## src/rtl/seq_magnitude_comparator_if.sv

```systemverilog
// rtl/seq_magnitude_comparator_if.sv - Operand/result handshake bundle for seq_magnitude_comparator
interface seq_magnitude_comparator_if #(
    parameter int WIDTH = 8
);
    logic             in_valid;
    logic             in_ready;
    logic [WIDTH-1:0] a;
    logic [WIDTH-1:0] b;
    logic             signed_mode;
    logic             out_valid;
    logic             out_ready;
    logic             eq;
    logic             lt;
    logic             gt;

    modport master (
        output in_valid, a, b, signed_mode, out_ready,
        input  in_ready, out_valid, eq, lt, gt
    );

    modport slave (
        input  in_valid, a, b, signed_mode, out_ready,
        output in_ready, out_valid, eq, lt, gt
    );
endinterface

```

## src/rtl/seq_magnitude_comparator.sv

```systemverilog
// rtl/seq_magnitude_comparator.sv - Multi-cycle sliced eq/lt/gt comparator, MSB slice first (option macro: CMP_EARLY_EXIT_EN)
module seq_magnitude_comparator #(
    parameter int WIDTH = 8,
    parameter int SLICE = 4
) (
    input  logic                        clk,
    input  logic                        rst_n,
    seq_magnitude_comparator_if.slave   bus
);
    localparam int NSLICE = WIDTH / SLICE;
    localparam int IDXW   = (NSLICE > 1) ? $clog2(NSLICE) : 1;
    localparam logic [IDXW-1:0] TOP_IDX = IDXW'(NSLICE - 1);

    typedef enum logic [1:0] {
        IDLE = 2'd0,
        CMP  = 2'd1,
        DONE = 2'd2
    } state_t;

    state_t           state_q, state_d;
    logic [WIDTH-1:0] a_q, a_d;
    logic [WIDTH-1:0] b_q, b_d;
    logic             signed_q, signed_d;
    logic [IDXW-1:0]  idx_q, idx_d;
    logic             eq_q, eq_d;
    logic             lt_q, lt_d;
    logic             gt_q, gt_d;
`ifndef CMP_EARLY_EXIT_EN
    // Sticky decision from the most significant differing slice; kept apart
    // from eq/lt/gt so the outputs stay zero until the walk completes.
    logic             decided_q, decided_d;
    logic             dlt_q, dlt_d;
    logic             dgt_q, dgt_d;
`endif
    logic [SLICE-1:0] sa, sb;
    logic             accept;

    assign bus.in_ready  = (state_q == IDLE) && rst_n;
    assign bus.out_valid = (state_q == DONE);
    assign bus.eq        = eq_q;
    assign bus.lt        = lt_q;
    assign bus.gt        = gt_q;
    assign accept        = bus.in_valid && bus.in_ready;

    // Current slice pair; the top slice's MSB is flipped for signed compares
    // so an unsigned compare of the slices orders two's-complement values.
    always_comb begin
        sa = a_q[int'(idx_q) * SLICE +: SLICE];
        sb = b_q[int'(idx_q) * SLICE +: SLICE];
        if (signed_q && (idx_q == TOP_IDX)) begin
            sa[SLICE-1] = ~sa[SLICE-1];
            sb[SLICE-1] = ~sb[SLICE-1];
        end
    end

    // Next-state and datapath update for IDLE/CMP/DONE.
    always_comb begin
        state_d  = state_q;
        a_d      = a_q;
        b_d      = b_q;
        signed_d = signed_q;
        idx_d    = idx_q;
        eq_d     = eq_q;
        lt_d     = lt_q;
        gt_d     = gt_q;
`ifndef CMP_EARLY_EXIT_EN
        decided_d = decided_q;
        dlt_d     = dlt_q;
        dgt_d     = dgt_q;
`endif
        case (state_q)
            IDLE: begin
                if (accept) begin
                    a_d      = bus.a;
                    b_d      = bus.b;
                    signed_d = bus.signed_mode;
                    idx_d    = TOP_IDX;
`ifndef CMP_EARLY_EXIT_EN
                    decided_d = 1'b0;
                    dlt_d     = 1'b0;
                    dgt_d     = 1'b0;
`endif
                    state_d  = CMP;
                end
            end
            CMP: begin
`ifdef CMP_EARLY_EXIT_EN
                if (sa != sb) begin
                    gt_d    = (sa > sb);
                    lt_d    = (sa < sb);
                    eq_d    = 1'b0;
                    state_d = DONE;
                end else if (idx_q == '0) begin
                    eq_d    = 1'b1;
                    lt_d    = 1'b0;
                    gt_d    = 1'b0;
                    state_d = DONE;
                end else begin
                    idx_d = idx_q - IDXW'(1);
                end
`else
                if (!decided_q && (sa != sb)) begin
                    decided_d = 1'b1;
                    dlt_d     = (sa < sb);
                    dgt_d     = (sa > sb);
                end
                if (idx_q == '0) begin
                    eq_d    = !decided_d;
                    lt_d    = dlt_d;
                    gt_d    = dgt_d;
                    state_d = DONE;
                end else begin
                    idx_d = idx_q - IDXW'(1);
                end
`endif
            end
            DONE: begin
                if (bus.out_ready) begin
                    eq_d    = 1'b0;
                    lt_d    = 1'b0;
                    gt_d    = 1'b0;
                    state_d = IDLE;
                end
            end
            default: begin
                state_d = IDLE;
            end
        endcase
    end

    // State and datapath registers; reset discards any compare in flight.
    always_ff @(posedge clk) begin
        if (!rst_n) begin
            state_q  <= IDLE;
            a_q      <= '0;
            b_q      <= '0;
            signed_q <= 1'b0;
            idx_q    <= '0;
            eq_q     <= 1'b0;
            lt_q     <= 1'b0;
            gt_q     <= 1'b0;
`ifndef CMP_EARLY_EXIT_EN
            decided_q <= 1'b0;
            dlt_q     <= 1'b0;
            dgt_q     <= 1'b0;
`endif
        end else begin
            state_q  <= state_d;
            a_q      <= a_d;
            b_q      <= b_d;
            signed_q <= signed_d;
            idx_q    <= idx_d;
            eq_q     <= eq_d;
            lt_q     <= lt_d;
            gt_q     <= gt_d;
`ifndef CMP_EARLY_EXIT_EN
            decided_q <= decided_d;
            dlt_q     <= dlt_d;
            dgt_q     <= dgt_d;
`endif
        end
    end
endmodule

```

## src/flat_wrapper.sv

```systemverilog
// flat-port wrapper written by rule: the top's interface ports become plain ports
module seq_magnitude_comparator_flat 
#(
    parameter int WIDTH = 8,
    parameter int SLICE = 4
)
  (clk, rst_n, bus_in_valid, bus_a, bus_b, bus_signed_mode, bus_out_ready, bus_in_ready, bus_out_valid, bus_eq, bus_lt, bus_gt);
  seq_magnitude_comparator_if #(.WIDTH(WIDTH)) bus_i ();
  input  logic clk;
  input  logic rst_n;
  input wire logic [$bits(bus_i.in_valid)-1:0] bus_in_valid;
  input wire logic [$bits(bus_i.a)-1:0] bus_a;
  input wire logic [$bits(bus_i.b)-1:0] bus_b;
  input wire logic [$bits(bus_i.signed_mode)-1:0] bus_signed_mode;
  input wire logic [$bits(bus_i.out_ready)-1:0] bus_out_ready;
  output wire logic [$bits(bus_i.in_ready)-1:0] bus_in_ready;
  output wire logic [$bits(bus_i.out_valid)-1:0] bus_out_valid;
  output wire logic [$bits(bus_i.eq)-1:0] bus_eq;
  output wire logic [$bits(bus_i.lt)-1:0] bus_lt;
  output wire logic [$bits(bus_i.gt)-1:0] bus_gt;
  assign bus_i.in_valid = bus_in_valid;
  assign bus_i.a = bus_a;
  assign bus_i.b = bus_b;
  assign bus_i.signed_mode = bus_signed_mode;
  assign bus_i.out_ready = bus_out_ready;
  assign bus_in_ready = bus_i.in_ready;
  assign bus_out_valid = bus_i.out_valid;
  assign bus_eq = bus_i.eq;
  assign bus_lt = bus_i.lt;
  assign bus_gt = bus_i.gt;
  seq_magnitude_comparator #(.WIDTH(WIDTH), .SLICE(SLICE)) u_core (.clk(clk), .rst_n(rst_n), .bus(bus_i));
endmodule
```

## config.mk

```make
export PLATFORM = sky130hd
export DESIGN_NAME = seq_magnitude_comparator_flat
export DESIGN_NICKNAME = d
export VERILOG_FILES = /design/src/rtl/seq_magnitude_comparator_if.sv /design/src/rtl/seq_magnitude_comparator.sv /design/src/flat_wrapper.sv
export SDC_FILE = /design/constraint.sdc
export NUM_CORES = 1
export LEC_CHECK = 0
export ABC_AREA = 1
export BUFFER_PORTS_ARGS = -buffer_cell sky130_fd_sc_hd__buf_2
export CORE_MARGIN = 2
export CORE_UTILIZATION = 30
export DETAILED_ROUTE_END_ITERATION = 8
export SLEW_MARGIN = 20
export SYNTH_ARGS = -nofsm -noshare
export SYNTH_HDL_FRONTEND = slang
export SYNTH_SLANG_ARGS = --single-unit
```

## constraint.sdc

```tcl
create_clock -name clk -period 2.8 [get_ports clk]
set_input_delay 0.28 -clock clk [delete_from_list [all_inputs] [get_ports clk]]
set_output_delay 0.28 -clock clk [all_outputs]
set_load 0.03 [all_outputs]
```

== Word-level counts from Yosys, hierarchy flattened ==
Index checks and enable logic that the tools add are counted.
Word-level totals
  input bits: 21
  bits in registers: 26
  output and inout bits: 5
Operators by class
  muxes and demuxes: 24
  bitwise gates (word level): 2
  equal/unequal tests: 6
  add/sub/neg operators: 1
  order comparisons: 2
  reduce and logical (&&, ||, !) cells: 13
  shift operators: 2
Operators with widths (number)
  indexed part select 8 x 4 -> 4 bit: 2
  one-hot mux 1 bit (2 select lines): 7
  2-to-1 mux 1 bit: 13
  2-to-1 mux 2 bit: 3
  one-hot mux 2 bit (3 select lines): 1
  AND reduction 3 bit: 2
  > comparator 4 bit: 1
  logical AND 1 bit: 4
  < comparator 4 bit: 1
  != test 2 bit, second input constant: 2
  != test 4 bit: 1
  AND reduction 2 bit: 2
  nonzero test 2 bit: 2
  equality test 2 x 1 -> 1 bit, second input constant: 1
  equality test 2 bit, second input constant: 1
  logical NOT 1 bit: 2
  logical NOT 2 bit: 1
  != test 2 x 1 -> 1 bit, second input constant: 1
  NOT 1 bit: 2
  subtractor 1 bit, second input constant: 1

== Logic depth before layout (Yosys ltp) ==
  depth after elaboration: 10
  depth in mapped cells: 13
  depth with buffers taken out: 13

== Least setup slack after synthesis ==
No wires, ideal clock.
  kind: flip-flop to flip-flop
  start: register u_core.idx_q
  end: register u_core.dgt_q
  path slack: 1037 ps
  data required time: 2668 ps
  stages on the path, launching flop included: 11
  setup time: 132 ps
  arrival: 1631 ps
  buffers on the path: 1
  cell sequence: dfxtp_1 > clkbuf_1 > o21ai_0 > ha_1 > nand2_1 > o21ai_0 > inv_1 > nand2_1 > nand2_1 > nand2_1 > a21oi_1
On the way
  cells in the longest elaborated chain, start to end: 7
  elaborated cells on any way between the ends: 12
  classes of those cells: order compare (1); eq/ne (1); shift (2); mux (4); bitwise (2); reduce/logical (2)
Ends and longest elaborated chain
  start: declaration: RTL line seq_magnitude_comparator.sv:24  | logic [IDXW-1:0] idx_q, idx_d;
  start signal: assignment: RTL line seq_magnitude_comparator.sv:152  | idx_q <= idx_d;
  parallel branches: the longest is 5 deep, another holds > comparator 4 bit
  2-to-1 mux 1 bit *: RTL line seq_magnitude_comparator.sv:102  | if (!decided_q && (sa != sb)) begin
  one-hot mux 1 bit (2 select lines) *: RTL line seq_magnitude_comparator.sv:71  | case (state_q)
  end signal: assignment: RTL line seq_magnitude_comparator.sv:159  | dgt_q <= dgt_d;
  end: declaration: RTL line seq_magnitude_comparator.sv:33  | logic dgt_q, dgt_d;
Every way passes the cells marked *.
A chain may end at the register's enable or synchronous reset.

== Worst setup path in the final report ==
  start: register u_core.idx_q
  end: register u_core.gt_q (netlist: u_core.bus.gt)
On the way
  cells in the longest elaborated chain, start to end: 8
  elaborated cells on any way between the ends: 15
  classes of those cells: order compare (1); eq/ne (2); shift (2); mux (5); bitwise (2); reduce/logical (3)
Ends and longest elaborated chain
  parallel branches: the longest is 8 deep, another holds > comparator 4 bit
  end signal: assignment: RTL line seq_magnitude_comparator.sv:155  | gt_q <= gt_d;
  end: declaration: RTL line seq_magnitude_comparator.sv:27  | logic gt_q, gt_d;
Several ways; the timed one is not identified. The select of a mux whose other input is x is not followed.

==> results.txt <==
The run finished with clean final reports. Clock-pin slew was measured on the worst setup and hold paths at 0.09 ns. Overall power consumption after layout is estimated at 886 uW.

Summed over all nets, the half-perimeter wirelength after detailed placement is 1730 um. The share of post-route cells with drive strength above 1 works out to 19.1%. The worst setup path is launched from a flop. A synthesized cell averages 7.33 um2.

Max-cap violations in this run came to 0. The startpoint identified for the worst hold timing path is bus_out_ready. The die is 67.7 um wide. IR analysis of the VDD net gives a maximum drop of 0.259 mV.

Path type of the worst setup path: reg2reg. The relative slew slack was 73.3%; the overall die area was 4580 um2. After filler insertion, the fill cell instance count of the layout stands at 434.

The tools report the number of warning messages in the yosys log as 0. Power spread over the standard cell area amounts to 621 nW/um2. The sum of negative setup slack was 0 ns.

The depth of the worst register-to-register path came out at 11. Core outline area: 3940 um2. The setup slack of the worst register-to-register path was 0.75 ns; the initial core utilization was 30.9%. For the sequential element share of the synthesized area, the log shows 42.8%.

Sequential cell area in the final layout: 520 um2. After detailed routing, the average wire length per cell comes to 9.89 um. Counting every sink on the clock net gives 26. The worst min-delay path category is in2reg.

In this design, the stage delay of the slowest critical-path cell is 0.54 ns. In the synthesized netlist, the number of instances is 166. Setup repair after global routing left no endpoint under its margin. The final count of pins violating max slew is 0, and the transition at the pin with the smallest max-transition slack is 0.400 ns.

The wire length reported by the detailed router is 2350 um. The run gives 1 as the CTS H-tree depth. The run gives 7 as the first-pass iteration count of the detailed router. The number of hold buffers added after cts is 0.

TritonCTS built the clock tree. The cell repeated most along the worst path was sky130_fd_sc_hd__nand2_1. For the remaining antenna violation count after routing, the log shows 0. Entering global routing, the biggest net connects 32 pins. The count of buffers inserted at the top-level ports was 25. The congestion estimate from routability-driven global placement came to 0.767. On the critical path, the stage with the largest delay is an instance of sky130_fd_sc_hd__dfxtp_1. After layout, the worst path uses 73.3% of the clock period. The number of buffers added for setup after CTS was 0. The layout-stage area growth over the synthesis result is 17.3%. The worst path in the final design needs a cycle of 2.05 ns, including I/O delays and setup.

The logs give 0 for the hold violation total from the final report and 3 for the total clock buffers created by CTS. sky130_fd_sc_hd__dfxtp_1 takes more of the synthesized area than any other cell. Detailed routing inserted a total of 1047 vias. Post-CTS repair changed the size of 0 cells.

The run gives 2.96 ns as the data required time at the worst endpoint. STA classifies the critical path endpoint as a flop. Ranked by total cell area, the synthesized netlist is headed by sky130_fd_sc_hd__dfxtp_1 43%, sky130_fd_sc_hd__nand2_1 12%, sky130_fd_sc_hd__a21oi_1 11%.

The floorplan has 23 rows. Summed over all cells, the static leakage comes to 0.000634 uW. The number of setup violations in the final report is 0, and the initial antenna violation count is 0. After the first detailed-routing iteration, the DRC count stood at 28. On the final layout, the worst hold slack is 0.255 ns. Static timing analysis puts the maximum clock frequency at 0.487 GHz.

The vertical extent of the die is 67.7 um, and the clock insertion delay at the later pin of the skew report is 0.27 ns. The maximum fanout encountered on the critical timing path is 14, and the final core area utilization is 36.2%. In this run, synthesis produced a sequential element count of 26. The remaining routing DRC violations came out at 0. The startpoint identified for the worst register-to-register timing path is u_core.idx_q$_SDFFE_PN0P_. During I/O placement, the number of pins put on the boundary was 26. The area fraction of the dominant cell type after synthesis is 42.8%, and the total routing usage reported by global routing is 12.1%.

The logs give 0 for the leftover overflow at the end of global routing and 2.21 ns for the endpoint arrival time on the critical path. The multi-input combinational cells in the finished layout cover a total of 551 um2. Walking the worst path, the cells encountered are inv_1 -> a21oi_1 -> a21oi_1 -> ha_1 -> nand2_1 -> o21ai_0 -> inv_1 -> nand2_1 -> nand2_1 -> nand2_1 -> a21oi_1.

The worst hold path was traced through 4 stages. The number of nets produced by synthesis was 191. The count of placed standard cells including taps came out at 234. The end of the worst register-to-register path was u_core.bus.gt$_SDFFE_PN0P_. The tree is rooted in a sky130_fd_sc_hd__clkbuf_8. The via count normalized by instance count is 4.40, and the clock tree buffer depth is 2.

The run gives 966 as the via count of the first global-routing pass. The first global-routing pass estimated 4230 um of wire. For this run, the post-layout net count is 214. The logs give 0 for the count of inserted antenna diode cells and 238 for the final cell count without fillers. The run gives 1220 um2 as the post-synthesis instance area. The number of different library cells used by synthesis comes to 21. The path with the worst hold slack has its endpoint at u_core.state_q[1]$_SDFFE_PN0P_. Setup skew after layout: 0.00430 ns.
## placed cells by master (no fill, tap or decap)
master,count
sky130_fd_sc_hd__nor2_1,1
sky130_fd_sc_hd__bufinv_16,1
sky130_fd_sc_hd__xor2_1,1
sky130_fd_sc_hd__nand2_1,40
sky130_fd_sc_hd__dfxtp_1,26
sky130_fd_sc_hd__nor2_2,1
sky130_fd_sc_hd__ha_1,4
sky130_fd_sc_hd__a21oi_1,26
sky130_fd_sc_hd__clkbuf_8,3
sky130_fd_sc_hd__nand2_4,1
sky130_fd_sc_hd__a21oi_2,2
sky130_fd_sc_hd__o21ai_1,9
sky130_fd_sc_hd__inv_2,1
sky130_fd_sc_hd__o21ai_0,9
sky130_fd_sc_hd__nand3_1,9
sky130_fd_sc_hd__nor3_4,1
sky130_fd_sc_hd__nor3_1,1
sky130_fd_sc_hd__o21ai_2,1
sky130_fd_sc_hd__buf_2,25
sky130_fd_sc_hd__inv_1,25
sky130_fd_sc_hd__o31ai_1,1
## cells by family after synthesis
family / Yosys count / share of synthesized area (%)
AO/OA/AOI/OAI: 48 / 20.9
XOR/XNOR: 1 / 0.720
adder cells (fa/ha/maj): 4 / 4.11
buffers and inverters: 33 / 12.0
flip-flops: 26 / 42.8
AND/OR/NAND/NOR: 54 / 19.5
## per-layer routing
layer / up-vias / GRT usage [%] / part of all wire, %
met1: 456 / 16.6 / 52
met4: 0 / 5.36 / 0.72
li1: 572 / - / -
met5: - / 0 / 0
met2: 17 / 18.5 / 44
met3: 2 / 2.00 / 3.0
## worst max path at each step
| stage | startpoint | to | slack (ns) | cells past startpoint |
|---|---|---|---|---|
| floorplan | u_core.idx_q$_SDFFE_PN0P_ | u_core.dgt_q$_SDFFE_PN0P_ | 1.04 | 10 |
| global placement | u_core.idx_q$_SDFFE_PN0P_ | u_core.bus.gt$_SDFFE_PN0P_ | 0.84 | 11 |
| detailed placement | u_core.idx_q$_SDFFE_PN0P_ | u_core.bus.gt$_SDFFE_PN0P_ | 0.77 | 11 |
| CTS | u_core.idx_q$_SDFFE_PN0P_ | u_core.dgt_q$_SDFFE_PN0P_ | 0.74 | 11 |
| global route | u_core.idx_q$_SDFFE_PN0P_ | u_core.bus.gt$_SDFFE_PN0P_ | 0.38 | 11 |
| finish | u_core.idx_q$_SDFFE_PN0P_ | u_core.bus.gt$_SDFFE_PN0P_ | 0.75 | 11 |
## cells in the mapped netlist (all sizes together)
library cell  number
buf                5
dfxtp             26
o21ai             19
nand2             41
xor2               1
a21oi             28
nor2               2
clkbuf             2
inv               26
ha                 4
o31ai              1
nor3               2
nand3              9
## state kept, by name, indices dropped and copies added (netlist names)
signal	count
u_core.bus.lt	1
u_core.decided_q	1
u_core.bus.eq	1
u_core.b_q	8
u_core.state_q	2
u_core.idx_q	1
u_core.dgt_q	1
u_core.a_q	8
u_core.dlt_q	1
u_core.signed_q	1
u_core.bus.gt	1
## power by group
| part | internal, uW | switching (uW) | total, uW |
|---|---|---|---|
| Sequential | 394 | 15.0 | 409 |
| Clock | 191 | 120 | 311 |
| Combinational | 61.8 | 105 | 167 |
## area by class of cell
class                      count  area share [%]
clock buffer                   3            2.89
clock inverter                 1            2.10
inverter                      26            6.84
multi-input combinational    107            38.6
sequential                    26            36.5
tap                           50            4.38
timing repair buffer          25            8.76
## critical path, delay by kind of cell, from the launching register on
| kind | cells | cell delay (ns) |
|---|---|---|
| compound gates | 4 | 0.54 |
| fa+ha+maj | 1 | 0.31 |
| buf+inv | 2 | 0.25 |
| flops | 1 | 0.54 |
| simple gates | 4 | 0.34 |
## through the flow
stage | cell area (um2) | setup slack, ns
2_1_floorplan | 1220 | 1.04
3_3_place_gp | 1360 | 0.839
3_5_place_dp | 1360 | 0.774
4_1_cts | 1430 | 0.737
5_1_grt | 1430 | 0.382
6_report | 1430 | 0.746
Note: power is estimated with default switching activity, not from simulation.
